[src/rtl/fifo_drain_pkg.sv]
`default_nettype none
// ============================================================================
//  Module      : fifo_drain_pkg
//  Description : Shared definitions for the FIFO drain block: FSM state
//                encoding and default widths.
//  Ports       : none (package)
//  Revision    : 1.0 - initial release
// ============================================================================
package fifo_drain_pkg;

  localparam int DEFAULT_FIFO_WIDTH = 16;
  localparam int DEFAULT_CNT_WIDTH  = 16;

  // Stream controller states, explicit 2-bit encoding.
  typedef enum logic [1:0] {
    IDLE = 2'd0,
    RUN  = 2'd1,
    STOP = 2'd2
  } drain_state_e;

endpackage : fifo_drain_pkg
`default_nettype wire

[src/rtl/fifo_drain_skid.sv]
`default_nettype none
// ============================================================================
//  Module      : fifo_drain_skid
//  Description : 2-entry in-order buffer between the FIFO read port and the
//                valid/ready output stream. Entry 0 is always the head.
//  Ports       : clk, rst_n       - clock, synchronous active-low reset
//                wr_en_i/wr_data_i - write port (one word per cycle)
//                pop_i             - remove head (ignored while empty)
//                head_o/valid_o    - head entry and occupancy != 0
//                occ_o             - occupancy 0..2
//  Revision    : 1.0 - initial release
// ============================================================================
module fifo_drain_skid
  import fifo_drain_pkg::*;
#(
  parameter int WIDTH = DEFAULT_FIFO_WIDTH
) (
  input  logic             clk,
  input  logic             rst_n,
  input  logic             wr_en_i,
  input  logic [WIDTH-1:0] wr_data_i,
  input  logic             pop_i,
  output logic [WIDTH-1:0] head_o,
  output logic             valid_o,
  output logic [1:0]       occ_o
);

  logic [WIDTH-1:0] e0_q, e0_d;
  logic [WIDTH-1:0] e1_q, e1_d;
  logic [1:0]       occ_q, occ_d;
  logic             pop_ok;

  assign pop_ok = pop_i && (occ_q != 2'd0);

  always_comb begin
    e0_d  = e0_q;
    e1_d  = e1_q;
    occ_d = occ_q;
    unique case ({wr_en_i, pop_ok})
      2'b10: begin
        if (occ_q == 2'd0) e0_d = wr_data_i;
        else               e1_d = wr_data_i;
        occ_d = occ_q + 2'd1;
      end
      2'b01: begin
        e0_d  = e1_q;
        occ_d = occ_q - 2'd1;
      end
      2'b11: begin
        // Occupancy unchanged: head leaves, new word joins the tail.
        if (occ_q == 2'd2) begin
          e0_d = e1_q;
          e1_d = wr_data_i;
        end else begin
          e0_d = wr_data_i;
        end
      end
      default: ;
    endcase
  end

  always_ff @(posedge clk) begin
    if (!rst_n) begin
      e0_q  <= '0;
      e1_q  <= '0;
      occ_q <= 2'd0;
    end else begin
      e0_q  <= e0_d;
      e1_q  <= e1_d;
      occ_q <= occ_d;
    end
  end

  assign head_o  = e0_q;
  assign valid_o = (occ_q != 2'd0);
  assign occ_o   = occ_q;

endmodule : fifo_drain_skid
`default_nettype wire

[src/rtl/fifo_drain.sv]
`default_nettype none
// ============================================================================
//  Module      : fifo_drain
//  Description : Drains a synchronous FIFO (1-cycle read latency) into a
//                valid/ready stream. Reads are credit-limited so the 2-entry
//                output buffer can never overflow.
//  Ports       : clk, rst_n        - clock, synchronous active-low reset
//                enable            - request to stream
//                rd_en/data_out    - FIFO pop strobe / read data
//                empty/underflow   - FIFO status flags
//                m_valid/m_data/m_ready - output stream
//                busy              - state != IDLE
//                pop_count         - pops issued since reset (wraps)
//                err_underflow     - sticky underflow flag
//  Revision    : 1.0 - initial release
// ============================================================================
module fifo_drain
  import fifo_drain_pkg::*;
#(
  parameter int FIFO_WIDTH = DEFAULT_FIFO_WIDTH,
  parameter int CNT_WIDTH  = DEFAULT_CNT_WIDTH
) (
  input  logic                  clk,
  input  logic                  rst_n,
  input  logic                  enable,
  output logic                  rd_en,
  input  logic [FIFO_WIDTH-1:0] data_out,
  input  logic                  empty,
  input  logic                  underflow,
  output logic                  m_valid,
  output logic [FIFO_WIDTH-1:0] m_data,
  input  logic                  m_ready,
  output logic                  busy,
  output logic [CNT_WIDTH-1:0]  pop_count,
  output logic                  err_underflow
);

  localparam logic [CNT_WIDTH-1:0] CNT_ONE = {{(CNT_WIDTH-1){1'b0}}, 1'b1};

  drain_state_e          state_q, state_d;
  logic                  pending_q;
  logic [CNT_WIDTH-1:0]  pop_count_q;
  logic                  err_q;
  logic [1:0]            occ;
  logic                  pop;
  logic [2:0]            inflight;

  assign pop      = m_valid & m_ready;
  // Words already owned by the buffer: stored plus the one still in the
  // FIFO read pipeline. A same-cycle pop frees one slot early.
  assign inflight = {1'b0, occ} + {2'b00, pending_q};
  assign rd_en    = (state_q == RUN) && !empty &&
                    (inflight < (3'd2 + {2'b00, pop}));

  always_comb begin
    state_d = state_q;
    unique case (state_q)
      IDLE: if (enable) state_d = RUN;
      RUN:  if (!enable) state_d = STOP;
      STOP: begin
        if (enable)                             state_d = RUN;
        else if (!pending_q && (occ == 2'd0))   state_d = IDLE;
      end
      default: state_d = IDLE;
    endcase
  end

  always_ff @(posedge clk) begin
    if (!rst_n) begin
      state_q     <= IDLE;
      pending_q   <= 1'b0;
      pop_count_q <= '0;
      err_q       <= 1'b0;
    end else begin
      state_q   <= state_d;
      pending_q <= rd_en;
      if (rd_en) pop_count_q <= pop_count_q + CNT_ONE;
      if (underflow) err_q <= 1'b1;
    end
  end

  // Read data is valid one cycle after the pop, exactly when pending is set.
  fifo_drain_skid #(
    .WIDTH (FIFO_WIDTH)
  ) u_skid (
    .clk       (clk),
    .rst_n     (rst_n),
    .wr_en_i   (pending_q),
    .wr_data_i (data_out),
    .pop_i     (pop),
    .head_o    (m_data),
    .valid_o   (m_valid),
    .occ_o     (occ)
  );

  assign busy          = (state_q != IDLE);
  assign pop_count     = pop_count_q;
  assign err_underflow = err_q;

endmodule : fifo_drain
`default_nettype wire

[config.mk]
export PLATFORM = sky130hd
export DESIGN_NAME = fifo_drain
export DESIGN_NICKNAME = d
export VERILOG_FILES = /design/src/rtl/fifo_drain_pkg.sv /design/src/rtl/fifo_drain_skid.sv /design/src/rtl/fifo_drain.sv
export SDC_FILE = /design/constraint.sdc
export NUM_CORES = 1
export LEC_CHECK = 0
export BUFFER_PORTS_ARGS = -buffer_cell sky130_fd_sc_hd__buf_4
export CORE_MARGIN = 3
export CORE_UTILIZATION = 45
export CTS_BUF_LIST = sky130_fd_sc_hd__clkbuf_4 sky130_fd_sc_hd__clkbuf_8
export DETAILED_ROUTE_END_ITERATION = 7
export GPL_TIMING_DRIVEN = 0
export PLACE_DENSITY = 0.71
export SLEW_MARGIN = 20
export SYNTH_ARGS = -nofsm -noshare
export SYNTH_HDL_FRONTEND = slang
export SYNTH_SLANG_ARGS = --single-unit
[constraint.sdc]
create_clock -name clk -period 5.35 [get_ports clk]
set_clock_uncertainty 0.05 [all_clocks]
set_input_delay 0.535 -clock clk [delete_from_list [all_inputs] [get_ports clk]]
set_output_delay 0.535 -clock clk [all_outputs]
set_load 0.05 [all_outputs]
* After elaboration in Yosys (flattened, before gate mapping) *
Cells that the tools add are included.

storage, ports and cells
  bits in registers = 54
  word-level logic and storage cells = 54
  output and inout port bits = 36

cells by class
  eq/ne operators = 12
  order comparisons = 1
  $add $sub $neg = 5
  bitwise gates (word level) = 1
  reduce and logical (&&, ||, !) cells = 16
  muxes and demuxes = 12

operators with widths
  kind                                              count
  two-way mux 16 bit                                4
  case mux 16 bit (3 select lines)                  1
  case mux 16 bit (2 select lines)                  1
  adder 16 x 1 -> 16 bit, second input constant     1
  == test 2 bit, second input constant              4
  two-way mux 2 bit                                 4
  != test 2 bit, second input constant              4
  nonzero test 2 bit                                4
  case mux 2 bit (3 select lines)                   1
  AND reduction 3 bit                               2
  == test 2 x 1 -> 1 bit, second input constant     2
  logical AND 1 bit                                 4
  zero test 2 bit                                   2
  case mux 2 bit (2 select lines)                   1
  adder 2 x 1 -> 3 bit                              1
  adder 2 x 1 -> 3 bit, first input constant        1
  less-than comparator 3 bit                        1
  != test 3 bit, second input constant              1
  nonzero test 3 bit                                1
  adder 2 x 1 -> 2 bit, second input constant       1
  zero test 1 bit                                   2
  != test 2 x 1 -> 1 bit, second input constant     1
  AND reduction 2 bit                               1
  subtractor 2 x 1 -> 2 bit, second input constant  1
  AND 1 bit                                         1

* Depth between registers and ports, before layout *
  depth in word-level cells = 6
  depth in mapped cells = 9

* Hierarchy *
A second synthesis with hierarchy kept.

unflattened totals
  cells, all modules = 261
  area total of the unflattened synthesis = 2,598.7 um2

modules (own cells, without submodules)
  module           cells each  seq. area each (um2)  area an instance (um2)  instances
  fifo_drain_skid  151         680.7                 1,584.0                 1
  fifo_drain       110         400.4                 1,014.7                 1

* Worst setup path after synthesis *
No wires, ideal clock.

  path type = in2out
  start = in m_ready
  end = out rd_en
  arrival = 1.942 ns
  buffers on the path = 2
  required time = 4.765 ns
  cell stages on the path = 6
  path slack = 2.823 ns
  path through = o21a_1 inv_1 o21a_1 buf_2 buf_2 nor2_1

between the ends
  cells in the longest elaborated chain, start to end = 4

RTL lines
  item                        line              source
  from (decl)                 fifo_drain.sv:32  input logic m_ready,
  AND 1 bit                   fifo_drain.sv:48  assign pop = m_valid & m_ready;
  adder 2 x 1 -> 3 bit        fifo_drain.sv:53  (inflight < (3'd2 + {2'b00, pop}));
  less-than comparator 3 bit  fifo_drain.sv:53
  logical AND 1 bit           fifo_drain.sv:52  assign rd_en = (state_q == RUN) && !empty &&
  to (decl)                   fifo_drain.sv:26  output logic rd_en,

Every way passes these cells.

* Worst setup path after layout *
  start = reg pending_q
  end = out rd_en

between the ends
  cells in the longest elaborated chain, start to end = 3

RTL lines
  item                        line              source
  from (decl)                 fifo_drain.sv:41  logic pending_q;
  from (signal assigned)      fifo_drain.sv:76  pending_q <= rd_en;
  adder 2 x 1 -> 3 bit        fifo_drain.sv:51  assign inflight = {1'b0, occ} + {2'b00, pending_q};
  less-than comparator 3 bit  fifo_drain.sv:53
  logical AND 1 bit           fifo_drain.sv:52

Every way passes these cells.

==> impl_metrics.ini <==
[synth]
avgSynthCellArea_um2 = 8.72
ys.flop_type = dfxtp_1
seq_area_frac_synth = 0.435
synth_cells = 285
yosysUniqueCellTypes = 42
synth_area_mm2 = 0.00249
syn_nets = 313
async_flop_share = 0
yosys_warnings = 0
synth_edf_count = 0
ys_ff_latch = 54

[layout]
final_common_cell = buf_4
syn_to_final_growth_pct = 24.6
nets = 377
regArea_mm2 = 0.00108
drive_gt1_frac = 0.217
antenna_cells = 0
layout_common_cells = buf_4, dfxtp_1, a21oi_1, nand3_1
fillers = 495
multi_input_area_mm2 = 0.00122

[floorplan]
core_area_mm2 = 0.00524
die_width_um = 80.3
num_rows = 26
top_level_ports = 58
die_h_um = 80.3
die-area_mm2 = 0.00645
initial_core_util = 0.475

[cts]
cts_made_buffers = 5
cts-root-buf = clkbuf_8
cts-resized-gates = 0
htreeDepth = 2
hold_buffers = 0
clock_latency_ps = 310
cts_tree = done
clkSinkCount = 54
clockBufferDepth = 2
clk_pin_slew_ps = 90
cts_setup_buffers = 0

[route]
vias_per_cell = 5.78
avgRoutedWirePerCell_um = 15.1
ant_nets = 0
dr.pass1.iters = 4
drt-total-wl_um = 6360
drt-initial-drc-count = 115
vias = 2427
drc = 0

[placement]
port_buffers = 57
hpwl_um = 4520
gp_congestion = 0.800

[sta]
clock.fmax_ghz = 0.361
final-hold-violation-count = 0
fin_crit_sh = 0.518
setup_violations = 0
finalCriticalPeriod_ps = 2770
worst_pin_slew_ps = 615
maxSlewHeadroom = 0.589
hold_ws_ps = 339
report.final.slew_viol_count = 0
finalSetupTns_ps = 0
rsz0062_at_grt = no

[critical_path]
endpoint_kind = output port
max_stage_delay_ps = 380
path_class = reg2out
crit_path_start_kind = register
required_ps = 4760
crit_arrival_ps = 2190
rrSetupSlack_ps = 2610
critical_path.top_delay_family = buffers and inverters
cp_max_fo = 10
crit_buf_inv = 3
crit_chain = ha_1 -> ha_1 -> o21a_1 -> buf_2 -> buf_2 -> nor2_1 -> buf_4
crit_path_top_delay_cell = dfxtp_1

[pwr]
powerDensity_mw_per_mm2 = 286
ir_drop_v = 0.000186
p_leak_uw = 0.00115

[min_path]
min_path_type = in2reg

[grt]
grt_overflow_total = 0
grt_pass1_wl_um = 10500
grt_pass1_vias = 2184
grt_max_degree = 16
gr-usage-all-layers = 0.206
grt_antenna_before_repair = 0

[job]
maxCapViolCount = 0

[outcome]
status = finished, final reports clean
-- kinds of logic (layout without fill, tap and decap cells) --
family | Yosys count | in the layout | synth area share
compound gates | 110 | 110 | 0.289
xor+xnor | 2 | 2 | 0.00705
fa+ha+maj | 6 | 6 | 0.0302
buf+inv | 46 | 111 | 0.0755
flops | 54 | 54 | 0.435
simple gates | 67 | 67 | 0.163
-- power by group --
part | switching [uW] | internal [uW] | total, uW
Sequential | 12.9 | 425 | 438
Clock | 128 | 110 | 237
Combinational | 142 | 66.8 | 209
Total | 283 | 601 | 884
-- cells in the mapped netlist (all sizes together) (2+ instances only) --
library cell,n,area share
nand3,23,0.046
clkbuf,17,0.026
a21oi,33,0.066
o21a,4,0.012
and4,4,0.014
or3,4,0.010
ha,6,0.030
nand2b,2,0.0081
o21ai,21,0.042
nand2,5,0.0075
a221oi,16,0.056
o31ai,10,0.030
nor4,2,0.0050
buf,7,0.017
a211oi,17,0.051
nor2,6,0.0091
o31a,2,0.0070
inv,22,0.033
dfxtp,54,0.43
nand4,3,0.0075
o21bai,2,0.0060
or4,10,0.030
-- stage by stage --
step | worst slack (ps) | util | total power, uW | area, um^2 | instances
detailed placement | 2540 | 0.573 | 656 | 3000 | 412
global route | 2370 | 0.591 | 922 | 3100 | 420
floorplan | 2820 | - | 587 | 2490 | 285
CTS | 2550 | 0.591 | 893 | 3100 | 420
finish | 2580 | 0.591 | 884 | 3100 | 420
global placement | 2640 | 0.573 | 653 | 3000 | 412
-- cell type report --
type,instances,share of cell area
plain buffers,24,0.0339
multi-input cells,185,0.393
well taps,70,0.0283
inverters,22,0.0267
flip-flops and latches,54,0.349
clock buffers,7,0.0291
repair buffers,57,0.138
clock inverters,1,0.00162
-- registers in the layout (all words and copies together) (netlist names) --
signal         cells
pending_q          1
u_skid.e1_q       16
err_underflow      1
u_skid.head_o     16
pop_count         16
state_q            2
u_skid.occ_o       2
-- path summary, 6_finish.rpt --
kind / cells past startpoint / endpoint / startpoint
worst max-delay path: 7 / rd_en / pending_q
worst min-delay path: 2 / state_q[1] / enable
worst max register to register: 9 / u_skid.head_o[12] / u_skid.occ_o[0]
worst min register to register: 2 / u_skid.head_o[9] / u_skid.head_o[9]
-- layer usage --
layer	GRT usage	wire length (um)	vias to the layer above
met5	0	0	-
met1	0.282	3040	1157
met4	0.0709	81	0
met2	0.316	2900	58
li1	-	-	1204
met3	0.0482	347	8
Power figures use the tool's default switching activity.
